### config.mk
export PLATFORM = sky130hd
export DESIGN_NAME = apb_cmd_master
export DESIGN_NICKNAME = d
export VERILOG_FILES = /design/src/rtl/apb_cmd_master.sv
export SDC_FILE = /design/constraint.sdc
export NUM_CORES = 1
export LEC_CHECK = 0
export BUFFER_PORTS_ARGS = -buffer_cell sky130_fd_sc_hd__buf_2
export CAP_MARGIN = 10
export CORE_MARGIN = 3
export CORE_UTILIZATION = 30
export DETAILED_ROUTE_END_ITERATION = 12
export PLACE_DENSITY = 0.54
export SKIP_CTS_REPAIR_TIMING = 1
export SLEW_MARGIN = 20
export SYNTH_ARGS = -nofsm -noshare
export SYNTH_HDL_FRONTEND = slang
export SYNTH_SLANG_ARGS = --single-unit
### constraint.sdc
create_clock -name clk -period 3.6 [get_ports clk]
set_clock_uncertainty 0.2 [all_clocks]
set_input_delay 0.72 -clock clk [delete_from_list [all_inputs] [get_ports clk]]
set_output_delay 0.72 -clock clk [all_outputs]
set_load 0.05 [all_outputs]
### src/rtl/apb_cmd_master.sv
// apb_cmd_master
// Turns a valid/ready command stream into single APB3 transfers and returns
// a response stream with read data and error status. Only one transfer is
// outstanding at a time. Misaligned commands are answered without touching
// the bus. A transfer whose slave never raises pready is aborted after
// TIMEOUT_CYCLES ACCESS cycles; TIMEOUT_CYCLES=0 means wait forever.
//
// Ports
//   clk, rst          clock, synchronous active-high reset
//   cmd_valid/ready   command handshake
//   cmd_write         1=write, 0=read
//   cmd_addr          byte address (must be word aligned)
//   cmd_wdata         write data
//   rsp_valid/ready   response handshake
//   rsp_rdata         read data, 0 for good writes, ERR_RDATA on abort
//   rsp_err           pslverr, misalignment or timeout
//   rsp_timeout       the error was a timeout
//   psel, penable, pwrite, paddr, pwdata   APB request side
//   prdata, pready, pslverr                APB completion side
module apb_cmd_master #(
   parameter int unsigned       ADDR_W         = 32,
   parameter int unsigned       DATA_W         = 32,
   parameter int unsigned       TIMEOUT_CYCLES = 16,
   parameter logic [DATA_W-1:0] ERR_RDATA      = 32'hBADD_C0DE
) (
   input  logic              clk,
   input  logic              rst,
   input  logic              cmd_valid,
   output logic              cmd_ready,
   input  logic              cmd_write,
   input  logic [ADDR_W-1:0] cmd_addr,
   input  logic [DATA_W-1:0] cmd_wdata,
   output logic              rsp_valid,
   input  logic              rsp_ready,
   output logic [DATA_W-1:0] rsp_rdata,
   output logic              rsp_err,
   output logic              rsp_timeout,
   output logic              psel,
   output logic              penable,
   output logic              pwrite,
   output logic [ADDR_W-1:0] paddr,
   output logic [DATA_W-1:0] pwdata,
   input  logic [DATA_W-1:0] prdata,
   input  logic              pready,
   input  logic              pslverr
);

   // A zero timeout still needs a one-bit counter to keep the code legal.
   localparam int unsigned CNT_W = (TIMEOUT_CYCLES > 32'd0) ? $clog2(TIMEOUT_CYCLES + 32'd1) : 1;
   localparam bit             TO_EN   = (TIMEOUT_CYCLES != 32'd0);
   localparam logic [CNT_W-1:0] TO_LIM  = CNT_W'(TIMEOUT_CYCLES);
   localparam logic [CNT_W-1:0] CNT_ONE = CNT_W'(1'b1);

   typedef enum logic [1:0] {
      ST_IDLE   = 2'd0,
      ST_SETUP  = 2'd1,
      ST_ACCESS = 2'd2,
      ST_RESP   = 2'd3
   } state_t;

   state_t              state_q, state_d;
   logic [CNT_W-1:0]    cnt_q, cnt_d;
   logic [CNT_W-1:0]    cnt_inc_s;
   logic                cmd_ready_q, cmd_ready_d;
   logic                rsp_valid_q, rsp_valid_d;
   logic [DATA_W-1:0]   rsp_rdata_q, rsp_rdata_d;
   logic                rsp_err_q, rsp_err_d;
   logic                rsp_timeout_q, rsp_timeout_d;
   logic                psel_q, psel_d;
   logic                penable_q, penable_d;
   logic                pwrite_q, pwrite_d;
   logic [ADDR_W-1:0]   paddr_q, paddr_d;
   logic [DATA_W-1:0]   pwdata_q, pwdata_d;

   assign cnt_inc_s = cnt_q + CNT_ONE;

   // Next-state and next-output logic; every output is computed one cycle
   // ahead so the ports come straight from flops.
   always_comb begin
      state_d       = state_q;
      cnt_d         = cnt_q;
      cmd_ready_d   = cmd_ready_q;
      rsp_valid_d   = rsp_valid_q;
      rsp_rdata_d   = rsp_rdata_q;
      rsp_err_d     = rsp_err_q;
      rsp_timeout_d = rsp_timeout_q;
      psel_d        = psel_q;
      penable_d     = penable_q;
      pwrite_d      = pwrite_q;
      paddr_d       = paddr_q;
      pwdata_d      = pwdata_q;

      case (state_q)
         ST_IDLE: begin
            if (cmd_valid && cmd_ready_q) begin
               cmd_ready_d = 1'b0;
               pwrite_d    = cmd_write;
               paddr_d     = cmd_addr;
               pwdata_d    = cmd_wdata;
               if (cmd_addr[1:0] != 2'b00) begin
                  // Misaligned: answer directly, the bus never sees it.
                  state_d       = ST_RESP;
                  rsp_valid_d   = 1'b1;
                  rsp_err_d     = 1'b1;
                  rsp_timeout_d = 1'b0;
                  rsp_rdata_d   = ERR_RDATA;
               end else begin
                  state_d = ST_SETUP;
                  psel_d  = 1'b1;
               end
            end else begin
               cmd_ready_d = 1'b1;
            end
         end
         ST_SETUP: begin
            state_d   = ST_ACCESS;
            penable_d = 1'b1;
         end
         ST_ACCESS: begin
            if (pready) begin
               // Completion takes priority over a timeout in the same cycle.
               state_d       = ST_RESP;
               psel_d        = 1'b0;
               penable_d     = 1'b0;
               rsp_valid_d   = 1'b1;
               rsp_err_d     = pslverr;
               rsp_timeout_d = 1'b0;
               rsp_rdata_d   = pwrite_q ? {DATA_W{1'b0}} : prdata;
            end else begin
               cnt_d = cnt_inc_s;
               if (TO_EN && (cnt_inc_s == TO_LIM)) begin
                  state_d       = ST_RESP;
                  psel_d        = 1'b0;
                  penable_d     = 1'b0;
                  rsp_valid_d   = 1'b1;
                  rsp_err_d     = 1'b1;
                  rsp_timeout_d = 1'b1;
                  rsp_rdata_d   = ERR_RDATA;
               end else begin
                  state_d = ST_ACCESS;
               end
            end
         end
         ST_RESP: begin
            if (rsp_ready) begin
               state_d     = ST_IDLE;
               rsp_valid_d = 1'b0;
               cnt_d       = {CNT_W{1'b0}};
               cmd_ready_d = 1'b1;
            end else begin
               state_d = ST_RESP;
            end
         end
         default: begin
            state_d     = ST_IDLE;
            psel_d      = 1'b0;
            penable_d   = 1'b0;
            rsp_valid_d = 1'b0;
            cnt_d       = {CNT_W{1'b0}};
            cmd_ready_d = 1'b1;
         end
      endcase
   end

   // State and output registers with synchronous reset.
   always_ff @(posedge clk) begin
      if (rst) begin
         state_q       <= ST_IDLE;
         cnt_q         <= {CNT_W{1'b0}};
         cmd_ready_q   <= 1'b1;
         rsp_valid_q   <= 1'b0;
         rsp_rdata_q   <= {DATA_W{1'b0}};
         rsp_err_q     <= 1'b0;
         rsp_timeout_q <= 1'b0;
         psel_q        <= 1'b0;
         penable_q     <= 1'b0;
         pwrite_q      <= 1'b0;
         paddr_q       <= {ADDR_W{1'b0}};
         pwdata_q      <= {DATA_W{1'b0}};
      end else begin
         state_q       <= state_d;
         cnt_q         <= cnt_d;
         cmd_ready_q   <= cmd_ready_d;
         rsp_valid_q   <= rsp_valid_d;
         rsp_rdata_q   <= rsp_rdata_d;
         rsp_err_q     <= rsp_err_d;
         rsp_timeout_q <= rsp_timeout_d;
         psel_q        <= psel_d;
         penable_q     <= penable_d;
         pwrite_q      <= pwrite_d;
         paddr_q       <= paddr_d;
         pwdata_q      <= pwdata_d;
      end
   end

   assign cmd_ready   = cmd_ready_q;
   assign rsp_valid   = rsp_valid_q;
   assign rsp_rdata   = rsp_rdata_q;
   assign rsp_err     = rsp_err_q;
   assign rsp_timeout = rsp_timeout_q;
   assign psel        = psel_q;
   assign penable     = penable_q;
   assign pwrite      = pwrite_q;
   assign paddr       = paddr_q;
   assign pwdata      = pwdata_q;

endmodule

; ---- After elaboration in Yosys (flattened, before gate mapping)
; Cells that the tools add are included.
[totals]
ff_bits = 110
latch_bits = 0
ramBits = 0
romBits = 0
input_bits = 103
out_inout_bits = 103
wordCells = 74
mem_count = 0
[classes]
addsub = 1
n_mul = 0
div = 0
order_cmp = 0
eq_ne = 10
shift = 0
muxes = 36
bitwise = 0
n_reduce_logical = 15
[ops]
columns = op, count
row1 = 32-bit 2-to-1 mux, 5
row2 = 32-bit case mux with 2 select lines, 1
row3 = 1-bit 2-to-1 mux, 17
row4 = 5-bit 2-to-1 mux, 2
row5 = "2-bit inequality test, second input constant", 5
row6 = 1-bit case mux with 2 select lines, 5
row7 = 5-bit case mux with 2 select lines, 1
row8 = 2-bit nonzero test, 5
row9 = 2-bit case mux with 4 select lines, 1
row10 = 4-bit AND reduction, 2
row11 = 2-bit 2-to-1 mux, 3
row12 = 2-bit AND reduction, 3
row13 = "5-bit by 1-bit adder with 5-bit output, second input constant", 1
row14 = "5-bit equality test, second input constant", 1
row15 = 5-bit AND reduction, 1
row16 = "2-bit equality test, second input constant", 2
row17 = "3-bit inequality test, second input constant", 1
row18 = 1-bit case mux with 3 select lines, 1
row19 = 3-bit AND reduction, 1
row20 = 3-bit nonzero test, 1
row21 = "2-bit by 1-bit equality test with 1-bit output, second input constant", 1
row22 = 2-bit logical NOT, 1
row23 = 1-bit logical AND, 1

; ---- Longest topological paths before layout
; Gate-level depths: netlist (run 1).
[depth]
word_depth = 5
mapped_depth = 7
mapped_depth_nobuf = 4

; ---- Worst setup path before layout (run 1)
; No wires, ideal clock.
[synth_timing]
kind = input-to-reg
from = input port cmd_valid
to = register rsp_rdata_q[0] (netlist: rsp_rdata[0])
setup_time_ns = 0.123
arrival_time_ns = 1.584
required_ns = 3.277
path_slack_ns = 1.693
cell_stages = 6
path_buffers = 2
cell_sequence = nor4bb_1 > buf_2 > o21ai_2 > o211ai_4 > buf_2 > o21ai_0
[synth_between]
elab_chain_cells = 3
[synth_lines]
columns = item, line_no
row1 = "start, declared", 28  ; input logic cmd_valid,
row2 = 1-bit logical AND, 95  ; if (cmd_valid && cmd_ready_q) begin
row3 = 2-bit inequality test (no source line), --
row4 = 4-bit AND reduction (no source line), --
row5 = "end signal, assigned", 172  ; rsp_rdata_q <= {DATA_W{1'b0}};
row6 = "end signal, assigned", 185  ; rsp_rdata_q <= rsp_rdata_d;
row7 = "end, declared", 66  ; logic [DATA_W-1:0] rsp_rdata_q, rsp_rdata_d;
; No other way between the ends.
; A chain may end at the register's enable or synchronous reset.

; ---- Worst setup path after layout (run 1)
[layout_timing]
from = register state_q[0]
to = register pwdata_q[13] (netlist: pwdata[13])
[layout_between]
elab_chain_cells = 2
[layout_lines]
columns = item, line_no
row1 = "start, declared", 61  ; state_t state_q, state_d;
row2 = "start signal, assigned", 181  ; state_q <= state_d;
row3 = 2-bit logical NOT, 93  ; case (state_q)
row4 = 2-bit AND reduction (no source line), --
row5 = "end signal, assigned", 179  ; pwdata_q <= {DATA_W{1'b0}};
row6 = "end signal, assigned", 192  ; pwdata_q <= pwdata_d;
row7 = "end, declared", 73  ; logic [DATA_W-1:0] pwdata_q, pwdata_d;
; No other way between the ends.

==> results of run 1 <==
-- cells in the mapped netlist, types with 2 or more instances --
cell type,count
o221a_2,17
nand2_1,158
nand3b_1,4
dfxtp_1,110
buf_2,16
nand3_1,2
a21oi_1,70
nor2b_1,22
nand2b_1,2
o21ai_0,13
nor2_1,6
buf_6,3
and2_1,2
nor3_1,2
o21ai_1,3
clkbuf_1,16
o221a_1,3
a211oi_1,3
-- layer usage --
metal,vias up,GRT usage [%]
li1,1963,-
met1,1750,18.07
met2,116,25.90
met3,21,2.903
met4,0,7.488
met5,-,0
-- worst max-delay path, delay by kind of cell, from the launching register on --
family                 cells  cell delay [ns]
flip-flops                 1             0.55
AO/OA/AOI/OAI              1             0.16
buffers and inverters      1             0.43
AND/OR/NAND/NOR            3             0.87
-- logic make-up (layout without fill, tap and decap cells) --
group           count (synthesis)  after routing  share of synthesized area (%)
simple gates                  205            205                          21.69
compound gates                119            119                          18.85
buf+inv                        38            228                          4.612
mux                             2              2                         0.7941
flops                         110            110                          53.76
fa+ha+maj                       1              1                         0.3054
-- per-stage QoR --
stage	total power [W]	hold slack [ns]	std cells	setup WS, ns	instance area (um^2)
6_report	0.003179	0.2502	841	1.300	5517
3_5_place_dp	0.002209	0.2431	825	0.9850	5214
5_1_grt	0.003333	0.2677	841	1.061	5517
3_3_place_gp	0.002193	0.2379	825	1.053	5214
4_1_cts	0.003224	0.2526	841	1.248	5517
2_1_floorplan	0.001997	0.2553	475	1.693	4096
-- worst max-delay path by stage --
stage	depth (start not counted)	slack [ns]	start	endpoint
6_report	5	1.30	state_q[0]$_SDFFE_PP0P_	pwdata[13]$_SDFFE_PP0P_
5_1_grt	5	1.06	state_q[0]$_SDFFE_PP0P_	pwdata[12]$_SDFFE_PP0P_
4_1_cts	5	1.25	state_q[0]$_SDFFE_PP0P_	pwdata[13]$_SDFFE_PP0P_
3_5_place_dp	4	0.99	rst	rsp_rdata[26]$_SDFFE_PP0P_
3_3_place_gp	4	1.05	rst	rsp_rdata[10]$_SDFFE_PP0P_
2_1_floorplan	6	1.69	cmd_valid	rsp_rdata[0]$_SDFFE_PP0P_
-- final cells by class --
class	count	area share (%)
Clock buffer	13	4.718
Clock inverter	3	0.7712
Inverter	2	0.1361
Multi-Input combinational cell	327	31.19
Sequential cell	110	39.92
Tap cell	176	3.992
Timing Repair Buffer	210	19.28
-- state kept, by name, summed over array words and instances, names as in the netlist --
register,cells
rsp_valid,1
psel,1
cnt_q,5
pwdata,32
pwrite,1
rsp_rdata,32
rsp_err,1
state_q,2
rsp_timeout,1
paddr,32
penable,1
cmd_ready,1
-- power breakdown --
| group | switching, W | internal [W] |
|---|---|---|
| Clock | 0.000429 | 0.000577 |
| Sequential | 0.0000601 | 0.00132 |
| Combinational | 0.000582 | 0.000209 |
==> summary.md, run 1 <==
| Metric | Value |
|---|---|
| Status | completed |
| Distinct cells, synth | 41 |
| Slew margin rel. | 36.41% |
| Max-cap violation count | 0 |
| Port bufs | 205 |
| ANT nets after route | 0 |
| Arr. time, crit path | 2.37 ns |
| Crit path time final | 2.300 ns |
| Synthesis Warnings | 0 |
| Syn avg cell area | 8.624 um^2 |
| Leading cell type in the layout, fill and taps excluded | buf_2 |
| I/O pin count | 206 |
| Hold Path End | paddr[26]$_SDFFE_PP0P_ |
| Filler Cell Count | about 1400 |
| First-pass GRT wire length | 18.05 mm |
| Hold WC Path Type | register to register |
| Critical path class | register to register |
| Hold-critical path depth | 2 |
| Core ar. | 13300 um^2 |
| Leakage | around 2.5 nW |
| PwrDens | ~580 nW/um^2 |
| Drt first-iter violations | 284 |
| Initial antenna violation count | 0 |
| Share of cells above drive strength 1 | between 30% and 40% |
| Number of core rows | 42 |
| Final wirelength | 11.82 mm |
| Vias in the first global route | between 3000 and 4000 |
| Synth top area cells | dfxtp_1 54%, nand2_1 14%, a21oi_1 8.6% |
| Gr ovfl total | 0 |
| Post-synthesis sequential area ratio | 53.76% |
| Reg-to-reg endpoint | pwdata[13]$_SDFFE_PP0P_ |
| Footprint of the multi-input gates | 1720 um^2 |
| Clock transition at path regs | 0.07 ns |
| Area leader, netlist | dfxtp_1 |
| Wire per inst | 14.05 um |
| R2r startpoint | state_q[0]$_SDFFE_PP0P_ |
| Top_reg_cell synth | dfxtp_1 |
| Register bit count reported by yosys | 110 |
| Crit end category | register |
| Top sig layer | met4 |
| Placer Congestion | 0.7430 |
| Clk buf depth | 2 |
| Syn Nets | 579 |
| CP required | 3.67 ns |
| H-tree levels | 3 |
| Most frequent cells in the layout | 205 x buf_2, 158 x nand2_1, 110 x dfxtp_1, 70 x a21oi_1, 22 x nor2b_1 |
| Starting Density | 30.81% |
| Netlist Area Pre-Place | 4096 um^2 |
| Max Fclk | 434.7 MHz |
| Skew-Pair Late Insertion Delay | 0.34 ns |
| Cell Chain, Critical Path | nand3b_1 -> or2_2 -> buf_4 -> nand2_1 -> a21oi_1 |
| Chip width | 122.9 um |
| Hold Vio Cnt, Final | 0 |
| Via count | 3850 |
| WL met2 | 5.867 mm |
| Pre-antenna DRT Iters | 5 |
| Top cell type's share of synthesized area | 53.76% |
| Root Driver | clkbuf_16 |
| Worst R2R Path Depth | 5 |
| Area growth syn-to-layout | 34.67% |
| Die height | 122.9 um |
| Via-to-Cell Ratio | 4.578 |
| VDD IR max | 0.0002442 V |
| N_diodes | 0 |
| CP Max Fanout | 36 |
| R2r setup slk | 1.30 ns |
| FFs w/ async S/R, synth | 0% |
| Sequential Area | about 2200 um^2 |
| M1 WL | 4.924 mm |
| Startpoint type of the worst setup path | register |
| Slew at the pin with the worst max-slew slack | 0.9479 ns |
| TritonCTS buffer count | 9 |
| Post-Synthesis Cells | roughly 480 |
| Setup_tns | 0 ns |
| Crit share post-route | 63.89% |
| Post-synth EDFFs | 0 |
| CTS tree | done |
| DRC errors left | 0 |
| Layout Nets | 764 |
| CP peak stage delay | 0.60 ns |
| Pin count of the biggest net entering global routing | roughly 70 |
| DP Wirelength | 8.344 mm |
| RSZ-0062 raised after global routing | false |
| # clock sinks | 110 |
| Total die area | 15090 um^2 |
| Met3 Wirelength | 733 um |
| Slew Limit Fails | 0 |
| Core Util, Final | 41.49% |
| Final setup violation count | 0 |
| GRT Total Usage | 15.13% |
| Min-delay src | paddr[26]$_SDFFE_PP0P_ |
| Slowest-stage cell, CP | or2_2 |
Power figures use the tool's default switching activity.
==> run 2, diff against run 1 <==
- ABC_AREA: not set -> 1
- PLACE_DENSITY: 0.54 -> 0.55
- clock period: 3.6 -> 2.1 ns (I/O delays scaled with it)
==> summary.md, run 2 <==
| Metric | Value |
|---|---|
| Status | completed |
| Worst R2R Path Depth | 11 (+6) |
| I/O pin count | 206 (unchanged) |
| Starting Density | 31.02% (+0.21 points) |
| Synth top area cells | dfxtp_1 51%, nor2_1 14%, o21ai_0 9.6% |
| CTS tree | done |
| TritonCTS buffer count | 9 (unchanged) |
| Skew-Pair Late Insertion Delay | 0.34 ns (about the same) |
| CP bufs+invs | 2 (+1) |
| Crit end category | register |
| Most numerous cell in the Yosys netlist | nor2_1 |
| Setup crit start | cnt_q[0]$_SDFFE_PP0P_ |
| Most frequent CP cell | nand2_1 |
| Pin count of the biggest net entering global routing | 68 (unchanged) |
| Clk buf depth | 2 (unchanged) |
| Reg-to-reg endpoint | rsp_rdata[0]$_SDFFE_PP0P_ |
| Synthesis Warnings | 0 (unchanged) |
| Hold-critical path depth | 3 (+1) |
| N_diodes | 0 (unchanged) |
| # clock sinks | 110 (unchanged) |
| Wire per inst | 12.61 um (-10%) |
| Crit path time final | 1.797 ns (-0.5029 ns) |
| CP Max Fanout | 34 (-5.6%) |
| Leakage | 3.146 nW (+26%) |
| Vias in the first global route | 4027 (+9.0%) |
| Leading cell type in the layout, fill and taps excluded | buf_2 |
| Crit path capture | rsp_rdata[0]$_SDFFE_PP0P_ |
| PwrDens | 1259 nW/um^2 (+120%) |
| Post-synth EDFFs | 0 (unchanged) |
| R2r setup slk | 0.30 ns (-1.00 ns) |
| Netlist Area Pre-Place | 4339 um^2 (+5.9%) |
| Slowest-stage cell, CP | dfxtp_1 |
| Final wirelength | 12.45 mm (+5.3%) |
| Total die area | 15940 um^2 (+5.6%) |
| Chip width | 126.3 um (+2.8%) |
| Startpoint type of the worst setup path | register |
| Hold Vio Cnt, Final | 0 (unchanged) |
| Cell Chain, Critical Path | ha_1 -> nand3_1 -> nand2_1 -> nand2_1 -> nand3_1 -> nand3_2 -> nand3_2 -> buf_12 -> nand2_1 -> inv_1 -> nor2_1 |
| R2r startpoint | cnt_q[0]$_SDFFE_PP0P_ |
| Top delay family on crit path | simple AND/OR/NAND/NOR gates |
| Area growth syn-to-layout | 36.01% |
| GRT Total Usage | 15.43% (+0.30 points) |
| Max Fclk | 556.4 MHz (+28%) |
| Fraction of the mapped netlist area in simple logic gates | 24.39% (+2.7 points) |
| Core ar. | 13990 um^2 (+5.2%) |
| Footprint of the multi-input gates | 1677 um^2 (-2.5%) |
| Filler Cell Count | 1532 (+9.7%) |
| Slew Limit Fails | 0 (unchanged) |
| Area share of fa/ha/maj cells after synthesis | 0.2884% (-0.017 points) |
| Post-synthesis sequential area ratio | 50.75% (-3.0 points) |
| Die height | 126.3 um (+2.8%) |
| ANT nets after route | 0 (unchanged) |
| Register bit count reported by yosys | 110 (unchanged) |
| H-tree levels | 3 (unchanged) |
| Root Driver | clkbuf_16 |
| RSZ-0062 raised after global routing | false |
| Distinct cells, synth | 20 (-51%) |
| Syn avg cell area | 7.149 um^2 (-17%) |
| Placer Congestion | 0.7434 (about the same) |
| Crit share post-route | 85.58% (+22 points) |
| VDD IR max | 0.0004658 V (+91%) |
| Pre-antenna DRT Iters | 4 (-1) |
| Post-synthesis mux area share | 0% (-0.79 points) |
| CP peak stage delay | 0.39 ns (-0.21 ns) |
| Top cell type's share of synthesized area | 50.75% (-3.0 points) |
| Gr ovfl total | 0 (unchanged) |
| Final setup violation count | 0 (unchanged) |
| Setup_tns | 0 ns (unchanged) |
| Critical path class | register to register |
| Arr. time, crit path | 1.84 ns (-0.53 ns) |
| Max-cap violation count | 0 (unchanged) |
| Compound-cell area share of the yosys netlist | 13.96% (-4.9 points) |
| Syn Nets | 711 (+23%) |
| Port bufs | 205 (unchanged) |
| Pre-CTS WS | 0.3015 ns (-0.6835 ns) |
| Xor-xnor portion of the synthesized cell area | 0% (unchanged) |
| Number of core rows | 43 (+2.4%) |
| Crit path depth | 11 (+6) |
| Placed cell count | 971 (+18%) |
| Post-route insts no fill | 987 (+17%) |
| Hold WC Path Type | input port to register |
| Sequential Area | 2202 um^2 (unchanged) |
| Via count | 4349 (+13%) |
| Slew margin rel. | 76.04% (+40 points) |
| Commonest cells post-synth | 163 x nor2_1, 110 x dfxtp_1, 83 x o21ai_0, 80 x inv_1, 64 x nand2_1 |
| CP required | 2.15 ns (-1.52 ns) |
| Largest family of logic cells by synthesized area | simple AND/OR/NAND/NOR gates |
| Most frequent cells in the layout | 205 x buf_2, 163 x nor2_1, 110 x dfxtp_1, 83 x o21ai_0, 79 x inv_1 |
| Initial antenna violation count | 1 (+1) |
| Top_reg_cell synth | dfxtp_1 |
| DRC errors left | 0 (unchanged) |
| Slew at the pin with the worst max-slew slack | 0.3589 ns (-0.5890 ns) |
| Post-Synthesis Cells | 607 (+28%) |
| First-pass GRT wire length | 20.18 mm (+12%) |
| Drt first-iter violations | 202 (-29%) |
| Clock transition at path regs | 0.08 ns (about the same) |
| Layout Nets | 906 (+19%) |
| Via-to-Cell Ratio | 4.406 (-3.7%) |
| Area leader, netlist | dfxtp_1 |
| Share of cells above drive strength 1 | 30.48% (-7.0 points) |
| PnR worst setup slack | 0.3027 ns (-0.9971 ns) |
| FFs w/ async S/R, synth | 0% (unchanged) |
| DP Wirelength | 8.781 mm (+5.2%) |
run 2: cell type report:
| cell class | count | share of cell area, % |
|---|---|---|
| clock buffer | 9 | 3.816 |
| multi-input combinational | 380 | 28.41 |
| timing repair buffer | 219 | 20.44 |
| sequential | 110 | 37.31 |
| inverter | 82 | 5.215 |
| clock inverter | 7 | 0.9964 |
| tap | 180 | 3.816 |
run 2: worst min-delay path by stage:
stage	slack (ns)	from	endpoint
2_1_floorplan	0.25	cnt_q[4]$_SDFFE_PP0P_	cnt_q[4]$_SDFFE_PP0P_
3_3_place_gp	0.24	rsp_err$_SDFFE_PP0P_	rsp_err$_SDFFE_PP0P_
3_5_place_dp	0.24	rsp_rdata[31]$_SDFFE_PP0P_	rsp_rdata[31]$_SDFFE_PP0P_
4_1_cts	0.07	cmd_wdata[23]	pwdata[23]$_SDFFE_PP0P_
5_1_grt	0.08	cmd_wdata[22]	pwdata[22]$_SDFFE_PP0P_
6_report	0.09	cmd_wdata[22]	pwdata[22]$_SDFFE_PP0P_
run 2: cell families after synthesis:
kind of cell | Yosys count
simple gates | 259
compound gates | 120
buf+inv | 117
flops | 110
fa+ha+maj | 1
run 2: power by group:
group	internal [W]	total (W)	switching, W
Sequential	0.00250	0.00270	0.000200
Combinational	0.000755	0.00310	0.00234
Clock	0.000822	0.00163	0.000813
run 2: routing by layer:
layer | vias to the layer above | GRT usage (%) | share of wire (%) | wire (um)
met5 | - | 0 | 0.14 | 18
met4 | 2 | 5.300 | 1.5 | 181
met3 | 15 | 5.259 | 8.4 | 1048
met2 | 146 | 23.85 | 45 | 5652
met1 | 1914 | 20.19 | 45 | 5545
li1 | 2272 | - | - | -
run 2: through the flow:
stage	instance area [um^2]	power (W)	hold slack, ns	utilization, %
after floorplan	4339	0.005056	0.2462	-
after global placement	5618	0.005880	0.2352	40.16
after detailed placement	5618	0.005876	0.2354	40.16
after CTS	5902	0.007556	0.07424	42.19
after global routing	5902	0.007905	0.07933	42.19
final	5902	0.007433	0.08767	42.19
run 2: worst register-to-register path, cell delays in order (launching register included):
cell	delay [ns]
dfxtp_1	0.39
ha_1	0.24
nand3_1	0.09
nand2_1	0.07
nand2_1	0.07
nand3_1	0.12
nand3_2	0.09
nand3_2	0.09
buf_12	0.19
nand2_1	0.07
inv_1	0.05
nor2_1	0.04
==> run 3, diff against run 2 <==
- CORE_MARGIN: 3 -> 10
- HOLD_SLACK_MARGIN: not set -> 0.12
==> summary.md, run 3 (same netlist as run 2, synthesis figures left out) <==
| Metric | Value |
|---|---|
| Area growth syn-to-layout | 47.46% |
| Chip width | 140.3 um (+11%) |
| CP required | 1.48 ns (-0.67 ns) |
| Clk buf depth | 2 (unchanged) |
| Top delay family on crit path | flip-flops |
| Hold Vio Cnt, Final | 0 (unchanged) |
| Reg-to-reg endpoint | rsp_rdata[17]$_SDFFE_PP0P_ |
| ANT nets after route | 0 (unchanged) |
| Number of core rows | 43 (unchanged) |
| RSZ-0062 raised after global routing | false |
| Slowest-stage cell, CP | dfxtp_1 |
| Skew-Pair Late Insertion Delay | 0.35 ns (about the same) |
| Drt first-iter violations | 294 (+46%) |
| Cell Chain, Critical Path | buf_2 |
| Final setup violation count | 0 (unchanged) |
| Hold WC Path Type | input port to register |
| Startpoint type of the worst setup path | register |
| Starting Density | 30.90% (-0.12 points) |
| Core ar. | 14040 um^2 (+0.38%) |
| Hold Path End | paddr[12]$_SDFFE_PP0P_ |
| Core Util, Final | 45.57% (+3.4 points) |
| CP Max Fanout | 6 (-82%) |
| CP peak stage delay | 0.49 ns (+0.10 ns) |
| Dpl cell area | 5598 um^2 (-0.36%) |
| Most frequent cells in the layout | 205 x buf_2, 163 x nor2_1, 110 x dfxtp_1, 83 x o21ai_0, 79 x inv_1 |
| R2r startpoint | cnt_q[0]$_SDFFE_PP0P_ |
| Vias in the first global route | 4260 (+5.8%) |
| Worst R2R Path Depth | 11 (unchanged) |
| Wire per inst | 13.89 um (+10%) |
| Clock transition at path regs | 0.08 ns (about the same) |
| Final wirelength | 14.35 mm (+15%) |
| Switching power total | 0.003416 W (+1.8%) |
| Switching share of power | 43.85% (-1.3 points) |
| Via-to-Cell Ratio | 4.277 (-2.9%) |
| Hold_ws | 0.08447 ns (-0.003199 ns) |
| Crit share post-route | 85.64% (about the same) |
| Via count | 4418 (+1.6%) |
| R2r setup slk | 0.32 ns (+0.02 ns) |
| Share of cells above drive strength 1 | 28.72% (-1.8 points) |
| Status | completed |
| Seq pwr share | 34.8% (-1.5 points) |
| Port bufs | 205 (unchanged) |
| Pre-antenna DRT Iters | 4 (unchanged) |
| Gr ovfl total | 0 (unchanged) |
| Pin count of the biggest net entering global routing | 65 (-4.4%) |
| Initial antenna violation count | 0 (-1) |
| Root Driver | clkbuf_16 |
| Leakage | 3.360 nW (+6.8%) |
| DRC errors left | 0 (unchanged) |
| N_diodes | 0 (unchanged) |
| I/O pin count | 206 (unchanged) |
| Total die area | 19670 um^2 (+23%) |
| Crit end category | output port |
| Post-route insts no fill | 1033 (+4.7%) |
| Max-cap violation count | 0 (unchanged) |
| VDD IR max | 0.0005000 V (+7.4%) |
| Layout Nets | 952 (+5.1%) |
| Placed cell count | 970 (-0.10%) |
| Critical path class | register to output port |
| TritonCTS buffer count | 9 (unchanged) |
| Slew at the pin with the worst max-slew slack | 0.2952 ns (-0.06378 ns) |
| Comb pwr share | 41.0% (-0.7 points) |
| Clock Power Share | 24.3% (+2.3 points) |
| Slew Limit Fails | 0 (unchanged) |
| Setup crit start | pwrite$_SDFFE_PP0P_ |
| Max Fclk | 556.0 MHz (about the same) |
| CTS tree | done |
| Setup_tns | 0 ns (unchanged) |
| Die height | 140.3 um (+11%) |
| # clock sinks | 110 (unchanged) |
| Slew margin rel. | 80.30% (+4.3 points) |
| CP bufs+invs | 1 (-1) |
| Crit path time final | 1.798 ns (+0.001137 ns) |
| Leading cell type in the layout, fill and taps excluded | buf_2 |
| Internal | 0.004374 W (+7.2%) |
| First-pass GRT wire length | 22.03 mm (+9.2%) |
| GRT Total Usage | 13.53% (-1.9 points) |
| Min-delay src | cmd_addr[12] |
| Placer Congestion | 0.7571 (+1.8%) |
| DP Wirelength | 9.996 mm (+14%) |
| PwrDens | 1217 nW/um^2 (-3.3%) |
| Arr. time, crit path | 1.18 ns (-0.66 ns) |
| H-tree levels | 3 (unchanged) |
| Hold-critical path depth | 3 (unchanged) |
| Design area | 6399 um^2 (+8.4%) |
==> run 3: layer usage <==
layer / track usage (%) / up-vias / share of wire, %
met3: 7.066 / 15 / 9.6
li1: - / 2368 / -
met2: 20.74 / 122 / 45
met1: 15.55 / 1913 / 43
met5: 0 / - / 0
met4: 5.326 / 0 / 1.8
==> run 3: power groups by stage <==
| stage | clock (W) | sequential, W | combinational [W] |
|---|---|---|---|
| 6_report | 0.00189 | 0.00271 | 0.00319 |
| 4_1_cts | 0.00196 | 0.00271 | 0.00316 |
| 3_5_place_dp | 0 | 0.00275 | 0.00315 |
| 2_1_floorplan | 0 | 0.00414 | 0.000914 |
| 3_3_place_gp | 0 | 0.00275 | 0.00315 |
| 5_1_grt | 0.00203 | 0.00277 | 0.00345 |
==> run 3: through the flow <==
step                worst slack, ns  power, W
finish                       0.3016  0.007790
global route                0.08881  0.008249
CTS                          0.2817  0.007825
detailed placement           0.3386  0.005902
global placement             0.3771  0.005900
floorplan                    0.2780  0.005056
==> run 3: worst max path at each step <==
stage                                             to  cells after the start
final                                         pwrite                      1
after detailed placement  rsp_rdata[17]$_SDFFE_PP0P_                     11
after global routing      rsp_rdata[13]$_SDFFE_PP0P_                     11
after CTS                                     pwrite                      1
after floorplan            rsp_rdata[0]$_SDFFE_PP0P_                      7
after global placement    rsp_rdata[11]$_SDFFE_PP0P_                     11
==> run 3: layout make-up <==
class / count / area [um^2]
fill: 1434 / 7644
timing repair buffer: 265 / 1657
clock buffer: 9 / 225.2
inverter: 82 / 307.8
clock inverter: 7 / 105.1
multi-input combinational: 380 / 1677
tap: 180 / 225.2
sequential: 110 / 2202
